**config.mk**
```make
export PLATFORM = sky130hd
export DESIGN_NAME = adsr_env
export DESIGN_NICKNAME = d
export VERILOG_FILES = /design/src/rtl/adsr_env.sv
export SDC_FILE = /design/constraint.sdc
export NUM_CORES = 1
export LEC_CHECK = 0
export CORE_ASPECT_RATIO = 1.25
export CORE_MARGIN = 1.5
export CORE_UTILIZATION = 31
export DETAILED_ROUTE_END_ITERATION = 6
export HOLD_SLACK_MARGIN = 0.12
export PLACE_DENSITY = 0.5
export SKIP_LAST_GASP = 1
export SLEW_MARGIN = 5
export SYNTH_ARGS = -nofsm -noshare
export SYNTH_HDL_FRONTEND = slang
export SYNTH_SLANG_ARGS = --single-unit
```
**constraint.sdc**
```tcl
create_clock -name clk -period 5.2 [get_ports clk]
set_clock_uncertainty 0.1 [all_clocks]
set_input_delay 0.78 -clock clk [delete_from_list [all_inputs] [get_ports clk]]
set_output_delay 0.78 -clock clk [all_outputs]
set_load 0.01 [all_outputs]
```
**src/rtl/adsr_env.sv**
```systemverilog
// rtl/adsr_env.sv - ADSR envelope generator: gate in, unsigned VCA control level out.
// Optional feature: ADSR_RETRIG_EN adds the retrig hard-restart input.
module adsr_env #(
  parameter int WIDTH = 8,
  parameter int FRAC  = 8
) (
  input  logic             clk,
  input  logic             rst_n,
  input  logic             tick,
  input  logic             gate,
  input  logic [WIDTH-1:0] attack,
  input  logic [WIDTH-1:0] decay,
  input  logic [WIDTH-1:0] sustain,
  input  logic [WIDTH-1:0] release_rate,
`ifdef ADSR_RETRIG_EN
  input  logic             retrig,
`endif
  output logic [WIDTH-1:0] cv_out,
  output logic [2:0]       stage,
  output logic             busy
);

  localparam int ACC_W = WIDTH + FRAC;
  localparam logic [ACC_W-1:0] ACC_MAX = {ACC_W{1'b1}};
  localparam logic [ACC_W:0]   ONE     = {{ACC_W{1'b0}}, 1'b1};

  typedef enum logic [2:0] {
    ST_IDLE    = 3'd0,
    ST_ATTACK  = 3'd1,
    ST_DECAY   = 3'd2,
    ST_SUSTAIN = 3'd3,
    ST_RELEASE = 3'd4
  } state_t;

  state_t           state, state_nxt;
  logic [ACC_W-1:0] acc, acc_nxt;
  logic             gate_q;
  logic             rise, fall;
  logic [ACC_W-1:0] tgt;
  logic [ACC_W:0]   att_sum, dec_diff, rel_diff;

  assign rise = gate & ~gate_q;
  assign fall = ~gate & gate_q;
  assign tgt  = {sustain, {FRAC{1'b0}}};

  // Steps are one bit wider than acc so overflow/underflow show up in the MSB.
  assign att_sum  = {1'b0, acc} + {{(FRAC+1){1'b0}}, attack} + ONE;
  assign dec_diff = {1'b0, acc} - ({{(FRAC+1){1'b0}}, decay} + ONE);
  assign rel_diff = {1'b0, acc} - ({{(FRAC+1){1'b0}}, release_rate} + ONE);

  always_ff @(posedge clk) begin
    if (!rst_n) begin
      acc    <= '0;
      state  <= ST_IDLE;
      // Loading the live gate keeps a gate held through reset from looking like a fresh rise.
      gate_q <= gate;
    end else begin
      acc    <= acc_nxt;
      state  <= state_nxt;
      gate_q <= gate;
    end
  end

  always_comb begin
    state_nxt = state;
    acc_nxt   = acc;
`ifdef ADSR_RETRIG_EN
    if (retrig && gate_q) begin
      acc_nxt   = '0;
      state_nxt = ST_ATTACK;
    end else
`endif
    if (rise) begin
      state_nxt = ST_ATTACK;
    end else if (fall && (state == ST_ATTACK || state == ST_DECAY || state == ST_SUSTAIN)) begin
      state_nxt = ST_RELEASE;
    end else if (tick) begin
      case (state)
        ST_ATTACK: begin
          if (att_sum >= {1'b0, ACC_MAX}) begin
            acc_nxt   = ACC_MAX;
            state_nxt = ST_DECAY;
          end else begin
            acc_nxt = att_sum[ACC_W-1:0];
          end
        end
        ST_DECAY: begin
          if (acc <= tgt || dec_diff[ACC_W] || dec_diff[ACC_W-1:0] <= tgt) begin
            acc_nxt   = tgt;
            state_nxt = ST_SUSTAIN;
          end else begin
            acc_nxt = dec_diff[ACC_W-1:0];
          end
        end
        ST_SUSTAIN: acc_nxt = tgt;
        ST_RELEASE: begin
          if (rel_diff[ACC_W] || rel_diff[ACC_W-1:0] == '0) begin
            acc_nxt   = '0;
            state_nxt = ST_IDLE;
          end else begin
            acc_nxt = rel_diff[ACC_W-1:0];
          end
        end
        default: acc_nxt = '0;
      endcase
    end
  end

  assign cv_out = acc[ACC_W-1:FRAC];
  assign stage  = state;
  assign busy   = (state != ST_IDLE);

endmodule

```
==> results.json <==
{
  "peakVddDrop_uv": 110,
  "wl_mm": 13.5,
  "period_minus_slack_ns": 5.03,
  "clkSinkCount": 20,
  "critPathMaxStageDelay_ns": 0.54,
  "setup_violations": 0,
  "drtPass1Iterations": 5,
  "io_buffers": 47,
  "initial_core_util_pct": 31.8,
  "slew_violations": 0,
  "tightest_slew_ns": 0.850,
  "antenna_cells": 0,
  "design_area_mm2": 0.00455,
  "antenna_found_initial": 0,
  "nNetsFinal": 644,
  "worst_ep_required_time_ns": 5.24,
  "syn_nets": 593,
  "path_clk_slew_ns": 0.06,
  "timing.final.ws_setup_ns": 0.173,
  "grt_usage_pct": 21.3,
  "drt_iter0_markers": 319,
  "ys_types": 73,
  "crit_type": "primary input to flop",
  "layout_commonest_cell": "clkdlybuf4s50_1",
  "vias_per_cell": 5.83,
  "placed_cell_area_mm2": 0.00441,
  "regArea_um2": 400,
  "hold_path.class": "flop to flop",
  "core_area_mm2": 0.0116,
  "critPathMaxFanout": 4,
  "wl_met1_mm": 5.79,
  "drv_cap": 0,
  "p_seq_share_pct": 29.2,
  "synth_area_mm2": 0.00369,
  "total_power_w": 0.000547,
  "cts_buffers": 3,
  "num_rows": 44,
  "vias": 4224,
  "status": "complete, no violations",
  "wl_met3_um": 576,
  "post-route-period-util_pct": 96.7,
  "whs_ns": 0.470,
  "p_switching_w": 0.000161,
  "grt_pass1_vias": 4115,
  "final_cell_mix": "47 x clkdlybuf4s50_1, 43 x inv_1, 43 x nand2_1, 40 x ha_1, 39 x a21oi_1",
  "powerDensity_mw_per_mm2": 120,
  "multi_input_area_mm2": 0.00296,
  "clock_latency_ns": 0.26,
  "p_int_w": 0.000386,
  "final_hold_viol_count": 0,
  "startpoint_type": "primary input",
  "grt_max_degree": 18,
  "pre_cts_slack_ns": -0.191,
  "path_cells": "clkdlybuf4s50_1 > inv_1 > ha_1 > a211o_1 > nand3_1 > a21oi_1 > or2_2 > nor4_2 > xor2_1 > ha_1 > nand4_1 > or4_4 > a2111oi_4 > buf_4 > nand4_1 > a31o_2 > a2111o_1 > mux2i_1",
  "async_reset_ff_share_pct": 0,
  "yosysWarnings": 0,
  "ys.flop_type": "dfxtp_1",
  "synth_edf_count": 0,
  "seq_area_frac_synth_pct": 10.9,
  "crit_arrival_ns": 5.07,
  "die-height_um": 125,
  "synth_area_per_cell_um2": 7.18,
  "drcViolationCount": 0,
  "areaGrowthSynthToFinish_pct": 23.4,
  "dp_hpwl_mm": 10.8,
  "cts_root_buf": "clkbuf_16",
  "grt-ovfl-total": 0,
  "ys_ff_latch": 20,
  "path_delay_family": "simple AND/OR/NAND/NOR gates",
  "endpoint_kind": "flop",
  "fillers": 1234,
  "cts_max_path_buffers": 2,
  "drive_above_1_share_pct": 11.2,
  "cts_max_level": 1,
  "fmaxAchievable_ghz": 0.199,
  "combPwrFrac_pct": 30.4,
  "top_layer_used": "met4",
  "syn_inst": 514,
  "worst-path-buf-inv": 3,
  "cts_tree": "built",
  "routed-wl-met2_mm": 6.85,
  "die-area_mm2": 0.0126,
  "drtAntennaViolNets": 0,
  "routedWlPerCell_um": 18.7,
  "cpMaxStageDelayCell": "or4_4",
  "die_w_um": 101,
  "ios": 48,
  "gp_congestion": 0.943,
  "netSwitchingFraction_pct": 29.4,
  "p_leak_nw": 1.93,
  "grt_pass1_wl_mm": 21.4,
  "relSlewSlack_pct": 41.9,
  "power_frac_clock_pct": 40.4
}
## final cells by class
type                       instances  share of cell area [%]
clock inverter                     1                   0.660
timing repair buffer              80                    15.8
inverter                          45                    3.71
multi-input combinational        415                    65.0
sequential                        20                    8.79
tap                              161                    4.42
clock buffer                       3                    1.65
## tightest hold or removal path: stages, from the launching register on
cell	delay, ns
dfxtp_1	0.34
inv_1	0.11
a21oi_1	0.07
## registers in the layout (all words and copies together), names as in the netlist
register	count
gate_q	1
stage	3
acc	16
## kinds of logic (layout without fill, tap and decap cells)
kind of cell,count (synthesis),count (layout),share of synthesized area [%]
AO/OA/AOI/OAI,174,174,33.6
XOR/XNOR,20,20,4.75
adder cells (fa/ha/maj),43,43,15.2
buffers and inverters,79,129,9.84
flip-flops,20,20,10.9
multiplexers,4,4,1.09
AND/OR/NAND/NOR,174,174,24.7
## worst paths after layout
| path | startpoint | to | slack [ns] | cells after the start |
|---|---|---|---|---|
| worst max register to register | acc[1]$_SDFFE_PN0P_ | stage[0]$_SDFFE_PN0P_ | 0.63 | 16 |
| worst max-delay path | decay[1] | stage[0]$_SDFFE_PN0P_ | 0.17 | 18 |
| worst min register to register | stage[1]$_SDFFE_PP0P_ | stage[1]$_SDFFE_PP0P_ | 0.47 | 2 |
| worst min-delay path | stage[1]$_SDFFE_PP0P_ | stage[1]$_SDFFE_PP0P_ | 0.47 | 2 |
## per-layer routing
metal	track usage (%)	vias to the layer above
met5	0	-
met4	4.72	0
met3	1.29	26
met2	38.9	152
met1	27.3	2018
li1	-	2028
## power by group through the flow
stage | registers (W) | clock network [W] | logic [W]
finish | 0.000159 | 0.000221 | 0.000166
global route | 0.000160 | 0.000227 | 0.000182
CTS | 0.000159 | 0.000220 | 0.000163
detailed placement | 0.000163 | 0 | 0.000162
global placement | 0.000163 | 0 | 0.000162
floorplan | 0.000161 | 0 | 0.0000954
## cell usage after synthesis (5+ instances only)
cell type / count / area, um2
a211o_1: 5 / 43.8
nand2_1: 43 / 161
nand2b_1: 6 / 37.5
clkbuf_1: 15 / 56.3
inv_1: 43 / 161
o211ai_1: 11 / 82.6
a21oi_1: 39 / 195
and3_1: 5 / 31.3
o21ai_0: 21 / 105
and2_1: 10 / 62.6
a31oi_1: 11 / 68.8
xor2_1: 6 / 52.6
nor3_1: 10 / 50.1
or3_1: 10 / 62.6
xnor2_1: 14 / 123
dfxtp_1: 20 / 400
a221oi_1: 6 / 52.6
nor2_1: 31 / 116
nand3_1: 20 / 100
nor2b_1: 6 / 37.5
nand4_1: 9 / 56.3
o21a_1: 6 / 45.0
buf_4: 17 / 128
a211oi_1: 7 / 52.6
ha_1: 40 / 500
a21o_1: 6 / 45.0
## metrics by stage
stage / std cells / TNS [ns] / utilization, %
floorplan: 514 / 0 / -
global placement: 721 / -0.596 / 38.0
detailed placement: 721 / -1.74 / 38.0
CTS: 725 / 0 / 38.9
global route: 725 / -0.0100 / 39.2
finish: 725 / 0 / 39.2
## what timing repair did
| action | 4_1_cts | 5_1_grt |
|---|---|---|
| gates resized for setup | 0 | 9 |
| buffers inserted | 0 | 0 |
| setup endpoints to repair | 0 | 17 |
| hold buffers | 0 | 0 |
No activity file was read; power rests on OpenSTA's default activity.
